`config.mk`:
```
export PLATFORM = sky130hd
export DESIGN_NAME = tv80_reg_dump
export DESIGN_NICKNAME = d
export VERILOG_FILES = /design/src/rtl/tv80_reg_dump_pkg.sv /design/src/rtl/tv80_reg_dump.sv
export SDC_FILE = /design/constraint.sdc
export NUM_CORES = 1
export LEC_CHECK = 0
export ABC_AREA = 1
export BUFFER_PORTS_ARGS = -buffer_cell sky130_fd_sc_hd__buf_2
export CORE_MARGIN = 3
export CORE_UTILIZATION = 30
export CTS_BUF_LIST = sky130_fd_sc_hd__clkbuf_2 sky130_fd_sc_hd__clkbuf_4 sky130_fd_sc_hd__clkbuf_8
export DETAILED_ROUTE_END_ITERATION = 12
export PLACE_DENSITY_LB_ADDON = 0.3
export SLEW_MARGIN = 10
export SYNTH_ARGS = -nofsm -noshare
export SYNTH_HDL_FRONTEND = slang
export SYNTH_SLANG_ARGS = --single-unit
```
`constraint.sdc`:
```
create_clock -name clk -period 2.8 [get_ports clk]
set_clock_uncertainty 0.15 [all_clocks]
set_input_delay 0.14 -clock clk [delete_from_list [all_inputs] [get_ports clk]]
set_output_delay 0.14 -clock clk [all_outputs]
set_load 0.02 [all_outputs]
```
`src/rtl/tv80_reg_dump_pkg.sv`:
```
`default_nettype none
// ============================================================================
// Module   : tv80_reg_dump_pkg
// Brief    : Shared types and constants for the TV80 register-dump engine.
// Revision : 1.0
// ============================================================================
package tv80_reg_dump_pkg;

    typedef enum logic [2:0] {
        S_IDLE    = 3'd0,
        S_HOLD    = 3'd1,
        S_CAPTURE = 3'd2,
        S_HDR     = 3'd3,
        S_DATA    = 3'd4,
        S_SUM     = 3'd5
    } dump_state_e;

    localparam logic [7:0] HDR_BYTE_DEFAULT = 8'hA5;
    localparam int         FRAME_LEN        = 18;

endpackage
`default_nettype wire

```
`src/rtl/tv80_reg_dump.sv`:
```
`default_nettype none
// ============================================================================
// Module   : tv80_reg_dump
// Brief    : Freezes the CPU, snapshots the 8 register pairs and streams them
//            out as header + 16 data bytes + checksum.
// Revision : 1.0
// ============================================================================
module tv80_reg_dump
    import tv80_reg_dump_pkg::*;
#(
    parameter int         HOLD_TIMEOUT = 255,
    parameter logic [7:0] HDR_BYTE     = HDR_BYTE_DEFAULT
) (
    input  logic       clk,
    input  logic       reset,
    input  logic       start,
    output logic       hold_req,
    input  logic       hold_ack,
    output logic [2:0] reg_addr,
    input  logic [7:0] reg_dh,
    input  logic [7:0] reg_dl,
    output logic [7:0] tx_data,
    output logic       tx_valid,
    input  logic       tx_ready,
    output logic       busy,
    output logic       done,
    output logic       err
);

    localparam logic [7:0] TO_LAST = 8'(HOLD_TIMEOUT - 1);

    dump_state_e state_q, state_d;
    logic [3:0]  idx_q, idx_d;
    logic [7:0]  cnt_q, cnt_d;
    logic [7:0]  chk_q, chk_d;
    logic        done_q, done_d;
    logic        err_q, err_d;
    logic        cap_we;
    logic [7:0]  cap_buf_q [16];

    always_comb begin
        state_d  = state_q;
        idx_d    = idx_q;
        cnt_d    = cnt_q;
        chk_d    = chk_q;
        done_d   = 1'b0;
        err_d    = 1'b0;
        cap_we   = 1'b0;
        hold_req = 1'b0;
        reg_addr = 3'd0;
        tx_valid = 1'b0;
        tx_data  = 8'd0;
        case (state_q)
            S_IDLE: begin
                if (start) begin
                    state_d = S_HOLD;
                    cnt_d   = 8'd0;
                    chk_d   = 8'd0;
                    idx_d   = 4'd0;
                end
            end
            S_HOLD: begin
                hold_req = 1'b1;
                if (hold_ack) begin
                    state_d = S_CAPTURE;
                    idx_d   = 4'd0;
                end else if (cnt_q == TO_LAST) begin
                    state_d = S_IDLE;
                    err_d   = 1'b1;
                end else begin
                    cnt_d = cnt_q + 8'd1;
                end
            end
            S_CAPTURE: begin
                // Checksum is kept already negated so SUM can emit it directly.
                hold_req = 1'b1;
                reg_addr = idx_q[2:0];
                cap_we   = 1'b1;
                chk_d    = chk_q - reg_dh - reg_dl;
                idx_d    = idx_q + 4'd1;
                if (idx_q == 4'd7) begin
                    state_d = S_HDR;
                    idx_d   = 4'd0;
                end
            end
            S_HDR: begin
                tx_valid = 1'b1;
                tx_data  = HDR_BYTE;
                if (tx_ready) begin
                    state_d = S_DATA;
                    idx_d   = 4'd0;
                end
            end
            S_DATA: begin
                tx_valid = 1'b1;
                tx_data  = cap_buf_q[idx_q];
                if (tx_ready) begin
                    idx_d = idx_q + 4'd1;
                    if (idx_q == 4'd15) begin
                        state_d = S_SUM;
                    end
                end
            end
            S_SUM: begin
                tx_valid = 1'b1;
                tx_data  = chk_q;
                if (tx_ready) begin
                    state_d = S_IDLE;
                    done_d  = 1'b1;
                end
            end
            default: state_d = S_IDLE;
        endcase
    end

    always_ff @(posedge clk) begin
        if (reset) begin
            state_q <= S_IDLE;
            idx_q   <= 4'd0;
            cnt_q   <= 8'd0;
            chk_q   <= 8'd0;
            done_q  <= 1'b0;
            err_q   <= 1'b0;
        end else begin
            state_q <= state_d;
            idx_q   <= idx_d;
            cnt_q   <= cnt_d;
            chk_q   <= chk_d;
            done_q  <= done_d;
            err_q   <= err_d;
        end
    end

    always_ff @(posedge clk) begin
        if (cap_we) begin
            cap_buf_q[{idx_q[2:0], 1'b0}] <= reg_dh;
            cap_buf_q[{idx_q[2:0], 1'b1}] <= reg_dl;
        end
    end

    assign busy = (state_q != S_IDLE);
    assign done = done_q;
    assign err  = err_q;

endmodule
`default_nettype wire
```
==> metrics <==
Compound-Gate Fraction of Synth Area 0.0722; GRT Util Overall 0.147; Worst Path Class, Setup register to output port; Final Max Tran Viols 0; Layout fillers about 2500; Die X-Extent ~160 um; die footprint ~26000 sq um; largest net degree at the start of global routing 41; crit end category output port; Net Sw Frac 0.363; Hold Path Class register to register; Worst EP required roughly 2.5 ns; # DRC 0; Yosys Warn Count 0; Pre-Repair DR Iteration Count 5; post-synthesis mux area share 0; Reg2Reg Depth 10; Comb power frac 0.307; number of global-route vias before repair 5231; number of buffers added on ports 36; post-synthesis adder-cell area fraction 0.0398; Pint ~4.0 mW; area of the mapped netlist 7290 sq um; Worst-Margin Slew ~0.77 ns; I/O pin cnt 37; # setup viols final 0; Synth Area per Inst about 9.5 sq um; Synth Area in Simple Gates 0.217; Area after DPL around 7900 sq um; share of cells above drive strength 1 0.143; grt ovf 0; initial antenna violation count 0; H-tree lvl count 4; switching pwr between 2 and 2.5 mW; WL final about 19000 um; average wire per standard cell between 15 and 20 um; crit path max fanout 32; Synth cell types 31; met3 WL ~1000 um; CTS tree built; synthesis-stage register bit count approximately 160; maxcap violations 0; standard-cell rows 56; post-DR vias/cell ~4.7; Worst-Skew Late Latency about 0.46 ns; largest family of logic cells by synthesized area simple AND/OR/NAND/NOR gates; RSZ-0062 raised after global routing no; Final Hold Viols 0; DR top layer met4; via count between 5000 and 6000; Leakage around 3.3 nW; cts bufs inserted 17; Max-Slew Margin vs Limit 0.484; Final Cycle Share 0.926; maximum vdd drop 0.000402 V; final worst path period need around 2.6 ns; Setup WS post-layout between 0.2 and 0.25 ns; syn_nets between 800 and 900; main flop type after synthesis edfxtp_1; Bufs on Longest Clock Path 2; Fmax 386 MHz; post-route ant nets 0; total core area 23700 sq um; height of the die 162 um; hold depth 2; CTS Root Cell clkbuf_8; CTS sink cnt between 150 and 200; 1st-iter DRT viols 300; post-route cell area 8510 sq um; Reg power frac 0.440; DP HPWL about 12000 um; Layout area overhead 16.7%; FFs w/ async S/R, synth 0; Final #Nets 875; routability cong. between 0.8 and 0.9; ANT cells 0; Pwr Density roughly 750 nW/um^2; first-pass GRT wire length approximately 30000 um; xor/xnor share of the synthesized area 0.00720; CTS clk-pin slew, worst paths ~0.09 ns; status finished, final reports clean; setup total negative slack 0 ns; Initial Util 0.308; Clk pwr share 0.253; dpl ws between 0.5 and 0.6 ns; wl on met1 just over 9000 um; met2 WL ~8500 um; Seq/Total Area, Yosys 0.607; Syn Inst Count ~770; startpoint types register; number of enable flip-flop cells after synthesis between 100 and 150; CP arrival 2.30 ns
-- worst paths after layout --
path	slack [ns]	to	startpoint
hold / removal	0.35	cnt_q[5]$_SDFFE_PP0P_	cnt_q[5]$_SDFFE_PP0P_
setup / recovery	0.21	tx_data[2]	register
hold reg to reg	0.35	cnt_q[5]$_SDFFE_PP0P_	cnt_q[5]$_SDFFE_PP0P_
setup reg to reg	0.57	chk_q[7]$_SDFFE_PP0P_	chk_q[2]$_SDFFE_PP0P_
-- stage by stage --
step / util / hold slack [ns] / std cells / power, mW
global route: 0.359 / 0.348 / 1167 / 6.77
global placement: 0.334 / 0.287 / 1112 / 4.73
finish: 0.359 / 0.347 / 1167 / 6.34
CTS: 0.358 / 0.330 / 1164 / 6.36
detailed placement: 0.334 / 0.289 / 1112 / 4.73
floorplan: - / 0.0889 / 765 / 4.14
-- registers in the layout, summed over array words and instances (netlist names), named ones only --
register,cells
cnt_q,8
cap_buf_q,128
idx_q,4
err,1
state_q,3
done,1
chk_q,8
-- area by class of cell --
| type | count | area, sq um | area share |
|---|---|---|---|
| flip-flops and latches | 157 | 4430 | 0.520 |
| multi-input cells | 502 | 2470 | 0.290 |
| repair buffers | 79 | 553 | 0.0650 |
| well taps | 319 | 399 | 0.0469 |
| inverters | 77 | 293 | 0.0344 |
| clock buffers | 20 | 258 | 0.0303 |
| clock inverters | 12 | 109 | 0.0128 |
| repair inverters | 1 | 7.51 | 0.000882 |
-- cells in the final DEF, fill, tap and decap left out, types with 12 or more instances in the layout --
cell | Yosys | final
nand3_1 | 71 | 71
clkbuf_8 | 0 | 18
inv_1 | 70 | 69
nand2_1 | 121 | 121
buf_4 | 1 | 23
buf_2 | 12 | 36
ha_1 | 12 | 12
nor2_1 | 157 | 154
dlygate4sd3_1 | 0 | 20
dfxtp_1 | 29 | 28
edfxtp_1 | 128 | 128
a21oi_1 | 27 | 27
o21ai_0 | 72 | 72
-- cell families after synthesis --
logic type      Yosys count
compound gates          103
xor+xnor                  6
fa+ha+maj                19
buf+inv                 106
flops                   157
simple gates            374
-- power groups by stage --
stage	registers [mW]	logic, mW	clock network [mW]
floorplan	2.80	1.34	0
global placement	2.83	1.90	0
detailed placement	2.83	1.90	0
CTS	2.78	1.94	1.64
global route	2.80	2.22	1.74
finish	2.79	1.95	1.61
-- worst max-delay path, stage by stage, from the launching register on --
cell and delay [ns]:
dfxtp_1 0.49, buf_4 0.46, nor2_1 0.09, o21ai_0 0.08, nand3_1 0.12, nand3_1 0.12
nand2_1 0.09, nand2_1 0.09, nand2_1 0.10, buf_2 0.18
-- cell usage after synthesis, types with 2 or more instances --
cell      count  area share
nor2_1      157       0.081
edfxtp_1    128        0.53
nand2_1     121       0.062
o21ai_0      72       0.049
nand3_1      71       0.049
inv_1        70       0.036
dfxtp_1      29       0.080
a21oi_1      27       0.019
buf_2        12      0.0082
clkbuf_1     12      0.0062
ha_1         12       0.021
fa_1          7       0.019
inv_2         6      0.0031
nand4_1       5      0.0043
nor2_2        5      0.0043
buf_1         4      0.0021
xor2_1        4      0.0048
nand2_2       3      0.0026
nand3b_1      3      0.0031
a21oi_2       2      0.0024
nand3_2       2      0.0027
nor3_1        2      0.0014
or2_2         2      0.0017
xnor2_1       2      0.0024
-- layer usage --
layer,track usage,vias to the layer above
met5,0,-
met4,0.0291,0
met3,0.0339,14
met2,0.230,132
met1,0.210,2624
li1,-,2690
-- repair_timing --
item,in CTS,in global routing
setup buffers,0,2
endpoints found under the setup margin,0,6
resized for setup,0,2
endpoints found under the hold margin,148,0
hold buffers,20,0
Power figures use the tool's default switching activity.
